$ cat src/rtl/bp_pkg.sv
// bp_pkg: shared counter type, counter constants and FSM states for the branch history table
package bp_pkg;
  typedef logic [1:0] ctr_t;
  localparam ctr_t CTR_SNT = 2'b00;
  localparam ctr_t CTR_WNT = 2'b01;
  localparam ctr_t CTR_WT  = 2'b10;
  localparam ctr_t CTR_ST  = 2'b11;
  typedef enum logic {INIT, RUN} state_e;
endpackage

$ cat src/rtl/bp_ctr_next.sv
// bp_ctr_next: saturating 2-bit counter step toward the resolved direction
module bp_ctr_next
  import bp_pkg::*;
(
  input  ctr_t ctr_i,
  input  logic taken_i,
  output ctr_t ctr_o
);
  // counters stick at the strong states instead of wrapping
  always_comb ctr_o = taken_i ? ((ctr_i == CTR_ST) ? ctr_i : ctr_i + 2'b01)
                              : ((ctr_i == CTR_SNT) ? ctr_i : ctr_i - 2'b01);
endmodule

$ cat src/rtl/bht_predictor.sv
// bht_predictor: bimodal BHT with init sweep; define BHT_GSHARE_EN for gshare indexing
module bht_predictor
  import bp_pkg::*;
#(
  parameter int   INDEX_W  = 6,
  parameter int   PC_W     = 32,
  parameter ctr_t INIT_VAL = CTR_WNT
) (
  input  logic               clk,
  input  logic               rst_n,
  output logic               ready,
  input  logic               lookup_valid,
  input  logic [PC_W-1:0]    lookup_pc,
  output logic               pred_valid,
  output logic               pred_taken,
  output logic [1:0]         pred_counter,
  output logic [INDEX_W-1:0] pred_index,
  input  logic               upd_valid,
  input  logic [INDEX_W-1:0] upd_index,
  input  logic               upd_taken
);
  localparam int DEPTH = 1 << INDEX_W;
  state_e             state_q, state_d;
  logic [INDEX_W-1:0] ptr_q, ptr_d, lidx, pred_index_q;
  ctr_t               tbl_q [DEPTH];
  ctr_t               upd_nxt, rd_ctr, pred_counter_q;
  logic               lk_en, up_en, pred_valid_q;
  logic               unused_pc;
  assign ready = state_q == RUN;
  assign lk_en = lookup_valid & ready;
  assign up_en = upd_valid & ready;
  assign unused_pc = ^{lookup_pc[PC_W-1:INDEX_W+2], lookup_pc[1:0]};
`ifdef BHT_GSHARE_EN
  logic [INDEX_W-1:0] ghr_q;
  // global history shifts in each accepted resolved outcome
  always_ff @(posedge clk or negedge rst_n)
    if (!rst_n) ghr_q <= '0;
    else if (up_en) ghr_q <= {ghr_q[INDEX_W-2:0], upd_taken};
  assign lidx = lookup_pc[INDEX_W+1:2] ^ ghr_q;
`else
  assign lidx = lookup_pc[INDEX_W+1:2];
`endif
  bp_ctr_next u_next (.ctr_i(tbl_q[upd_index]), .taken_i(upd_taken), .ctr_o(upd_nxt));
  // same-entry update wins so the prediction sees the post-update counter
  always_comb rd_ctr = (up_en && upd_index == lidx) ? upd_nxt : tbl_q[lidx];
  // sweep pointer walks every entry once, then the table stays in RUN until reset
  always_comb begin
    state_d = state_q;
    ptr_d   = ptr_q;
    if (state_q == INIT) begin
      ptr_d   = ptr_q + 1'b1;
      state_d = (&ptr_q) ? RUN : INIT;
    end
  end
  // FSM and sweep pointer registers
  always_ff @(posedge clk or negedge rst_n)
    if (!rst_n) begin
      state_q <= INIT;
      ptr_q   <= '0;
    end else begin
      state_q <= state_d;
      ptr_q   <= ptr_d;
    end
  // counter storage has no reset; the sweep initialises it
  always_ff @(posedge clk)
    if (state_q == INIT) tbl_q[ptr_q] <= INIT_VAL;
    else if (up_en) tbl_q[upd_index] <= upd_nxt;
  // prediction registers hold their last value between accepted lookups
  always_ff @(posedge clk or negedge rst_n)
    if (!rst_n) begin
      pred_valid_q   <= 1'b0;
      pred_counter_q <= CTR_SNT;
      pred_index_q   <= '0;
    end else begin
      pred_valid_q <= lk_en;
      if (lk_en) begin
        pred_counter_q <= rd_ctr;
        pred_index_q   <= lidx;
      end
    end
  assign pred_valid   = pred_valid_q;
  assign pred_counter = pred_counter_q;
  assign pred_taken   = pred_counter_q[1];
  assign pred_index   = pred_index_q;
endmodule

$ cat config.mk
export PLATFORM = sky130hd
export DESIGN_NAME = bht_predictor
export DESIGN_NICKNAME = d
export VERILOG_FILES = /design/src/rtl/bp_pkg.sv /design/src/rtl/bp_ctr_next.sv /design/src/rtl/bht_predictor.sv
export SDC_FILE = /design/constraint.sdc
export NUM_CORES = 1
export LEC_CHECK = 0
export BUFFER_PORTS_ARGS = -buffer_cell sky130_fd_sc_hd__buf_2
export CAP_MARGIN = 20
export CORE_MARGIN = 2
export CORE_UTILIZATION = 30
export DETAILED_ROUTE_END_ITERATION = 8
export GPL_TIMING_DRIVEN = 0
export PLACE_DENSITY = 0.57
export SLEW_MARGIN = 20
export SYNTH_ARGS = -nofsm -noshare
export SYNTH_HDL_FRONTEND = slang
export SYNTH_HIERARCHICAL = 1
export SYNTH_SLANG_ARGS = --single-unit
$ cat constraint.sdc
create_clock -name clk -period 3.46 [get_ports clk]
set_input_delay 0.346 -clock clk [delete_from_list [all_inputs] [get_ports clk]]
set_output_delay 0.346 -clock clk [all_outputs]
set_load 0.03 [all_outputs]
==> results.md <==
- Vias in the first global route: about 4.6k
- Gr usage total: 0.150
- Worst-Skew Late Latency: around 0.43 ns
- Largest family of logic cells by synthesized area: multiplexers
- Clk pin slew, worst setup/hold paths: 0.06 ns
- Unrepaired setup endpoints after global routing: no
- Final TNS setup: 0 ns
- Synthesized cell area: 7270 sq um
- Seq pwr share: 0.485
- Core ar.: roughly 24000 sq um
- Sequential share of the synthesized area: 0.584
- Seq. cell area: between 4000 and 5000 sq um
- Initial Util: 0.308
- Fillers: between 2k and 2.5k
- Tmin final: around 3.2 ns
- Post-synthesis adder-cell area fraction: 0.00482
- Multi-input logic area: between 2000 and 3000 sq um
- Design area: 8410 sq um
- Placed inst area: a little under 8000 sq um
- Worst vdd ir: approximately 340 uV
- Synth top area share: 0.528
- Violation count after the first detailed-route iteration: 480
- Antenna viol nets, final: 0
- Largest net degree at the start of global routing: between 60 and 70
- Sw Pwr: around 890 uW
- Max-slew headroom: 0.405
- Row count: 56
- Setup crit start kind: input port
- Congestion Overflow GR: 0
- Final non-filler cell total: between 800 and 900
- Outcome: finished, final reports clean
- Residual DRC count: 0
- DIE HEIGHT: approximately 160 microns
- Drt pass-1 iters: 5
- Final WL: 18.8 mm
- Nets: roughly 550
- Worst Skew: between 0.01 and 0.015 ns
- CTS HTree Levels: 4
- Critical Path End Type: register
- EDFF count, synth: about 130
- Fin Hold WS: 0.272 ns
- Final worst path period share: 0.929
- FF+latch count, synth: between 100 and 150
- Worst EP arrival: around 3.5 ns
- Total die area: around 26000 sq um
- Simple-Gate Fraction of Synth Area: 0.0827
- Post-Synth XOR/XNOR Area: 0.00843
- Area growth syn-to-layout: 15.6%
- Critical path class: in -> reg
- IO buf count: 20
- Pwr Total: between 3000 and 4000 uW
- Diode count: 0
- Final Hold Viols: 0
- Peak fanout along the critical path: 33
- Largest area contributor in the netlist: edfxtp_1
- Part of the power in combinational logic: 0.043
- Top_reg_cell synth: edfxtp_1
- Distinct cells, synth: 43
- Placed insts: 808
- Total CTS buffers: 17
- Clock root cell: clkbuf_16
- DIE WIDTH: between 150 and 200 microns
- Final HPWL DP: about 13 mm
- Clock sinks: between 100 and 150
- Max-Cap Viols: 0
- First-pass GRT wire length: 27.9 mm
- Compound-cell area share of the yosys netlist: 0.0495
- Initial antenna violation count: 0
- Mux contribution to synthesized area: 0.247
- Setup repair bufs after CTS: 0
- Share of post-route cells with drive strength above 1: 0.294
- Pwr dens: roughly 460 nW/um^2
- Cells after Synth: 469
- Internal cell power: 2960 uW
- Worst hold path type: in -> reg
- Avg Cell Area, Syn: between 15 and 20 sq um
- Pleak: between 0.002 and 0.0025 uW
- Max-slew violations: 0
- Worst Max-Slew Pin Slew: just under 0.9 ns
- Vias/cell: about 5.4
- Io pins: 54
- Syn Nets: 513
- FMAX: a little over 0.3 GHz
- Vias: roughly 4.6k
- Clock buffer depth: 2
- Synth top area cells: edfxtp_1 (53%), mux4_2 (21%), dfrtp_1 (5.5%)
- Clock Power Share: 0.472
- Final setup viols: 0
- Synth warnings: 6
- Sw frac: 0.231
- Wire per inst: ~22 microns
- Fraction of registers with async set/reset: 0.111
- Worst path required time: 3.76 ns
- CTS tree: done
- Final GP Congestion: ~0.84
[stage by stage]
stage / utilization / worst slack [ns]
2_1_floorplan: - / 0.118
3_3_place_gp: 0.329 / -0.609
3_5_place_dp: 0.330 / -0.707
4_1_cts: 0.355 / 0.0621
5_1_grt: 0.356 / 0.0203
6_report: 0.356 / 0.246
[cell usage after synthesis (2+ instances only)]
master      n
edfxtp_1  128
nor2_1     70
mux4_2     69
nand2_1    22
dfrtp_1    16
nand3_1    16
clkbuf_1   14
mux2i_1    14
o21ai_0    12
mux2_2      9
a21oi_1     7
inv_1       7
nand2b_1    7
and3_1      6
o22ai_1     6
buf_2       5
xnor2_1     5
a21bo_2     4
a221oi_1    4
and2_1      4
buf_4       4
or3_1       4
buf_6       3
nor2b_1     3
o21a_1      3
o221ai_1    3
a211oi_1    2
a22oi_1     2
maj3_2      2
nand4_1     2
o31a_1      2
o41ai_1     2
xor2_1      2
[worst paths after layout]
check                                  end          start  slack (ns)  cells past startpoint
max                        pred_counter[1]   upd_index[1]        0.25                     11
min reg2reg                  pred_index[4]  pred_index[4]        0.49                      2
min in group asynchronous    pred_index[2]          rst_n        0.37                      2
max reg2reg                pred_counter[1]   tbl_q[11][1]        0.25                     10
min                             pred_valid   lookup_valid        0.27                      3
max in group asynchronous         ptr_q[0]          rst_n        2.82                      2
[critical path: stages]
cell	delay, ns
buf_2	0.23
clkbuf_1	0.54
mux4_2	0.42
mux4_2	0.50
mux2i_1	0.17
a21oi_1	0.12
maj3_2	0.36
and3_4	0.30
nand2b_1	0.19
o41ai_1	0.25
a21oi_1	0.07
[registers in the layout (all words and copies together), names as in the netlist]
| name | flops |
|---|---|
| ptr_q | 6 |
| pred_counter | 2 |
| tbl_q | 128 |
| pred_index | 6 |
| pred_valid | 1 |
| ready | 1 |
[cell type report]
class,count,area share
clock inverters,15,0.0202
plain buffers,27,0.0174
inverters,8,0.00357
well taps,319,0.0475
repair buffers,21,0.0131
flip-flops and latches,144,0.505
clock buffers,17,0.0506
multi-input cells,291,0.343
[cell families (layout without fill, tap and decap cells)]
family          Yosys count  in the layout
mux                      92             92
buf+inv                  35             88
fa+ha+maj                 3              3
xor+xnor                  7              7
compound gates           52             52
flops                   144            144
simple gates            136            137
[power by group through the flow]
stage	Combinational, uW	Sequential (uW)	Clock, uW
final	166	1870	1820
after CTS	165	1870	1840
after floorplan	111	1900	0
after detailed placement	164	1900	0
after global routing	179	1860	1920
after global placement	160	1900	0
[placed cells by master, fill, tap and decap left out, drive strengths merged, types with 3 or more instances in the layout]
| cell | netlist | routed |
|---|---|---|
| dfrtp | 16 | 16 |
| nand2 | 22 | 22 |
| a221oi | 4 | 4 |
| o21a | 3 | 3 |
| mux2 | 9 | 9 |
| a21bo | 4 | 4 |
| nand2b | 7 | 7 |
| inv | 7 | 16 |
| o21ai | 12 | 12 |
| clkinv | 1 | 5 |
| or3 | 4 | 4 |
| nand3 | 16 | 16 |
| nor2b | 3 | 3 |
| nor2 | 70 | 70 |
| and3 | 6 | 7 |
| mux2i | 14 | 14 |
| edfxtp | 128 | 128 |
| mux4 | 69 | 69 |
| o221ai | 3 | 3 |
| a21oi | 7 | 7 |
| and2 | 4 | 4 |
| clkbuf | 14 | 31 |
| buf | 13 | 33 |
| o22ai | 6 | 6 |
| xnor2 | 5 | 5 |
[repair_timing]
item,in CTS,in global routing
resized for setup,2,2
cloned,0,1
endpoints found under the setup margin,1,40
hold buffers,1,0
endpoints found under the hold margin,16,0
[layer usage]
metal  track usage  wire length, microns  vias to the layer above
met4        0.0744                   593                        0
met3        0.0369                  1490                       43
met5             0                     0                        -
li1              -                     -                     1964
met2         0.242                  9180                      187
met1         0.190                  7530                     2366
Power figures use the tool's default switching activity.
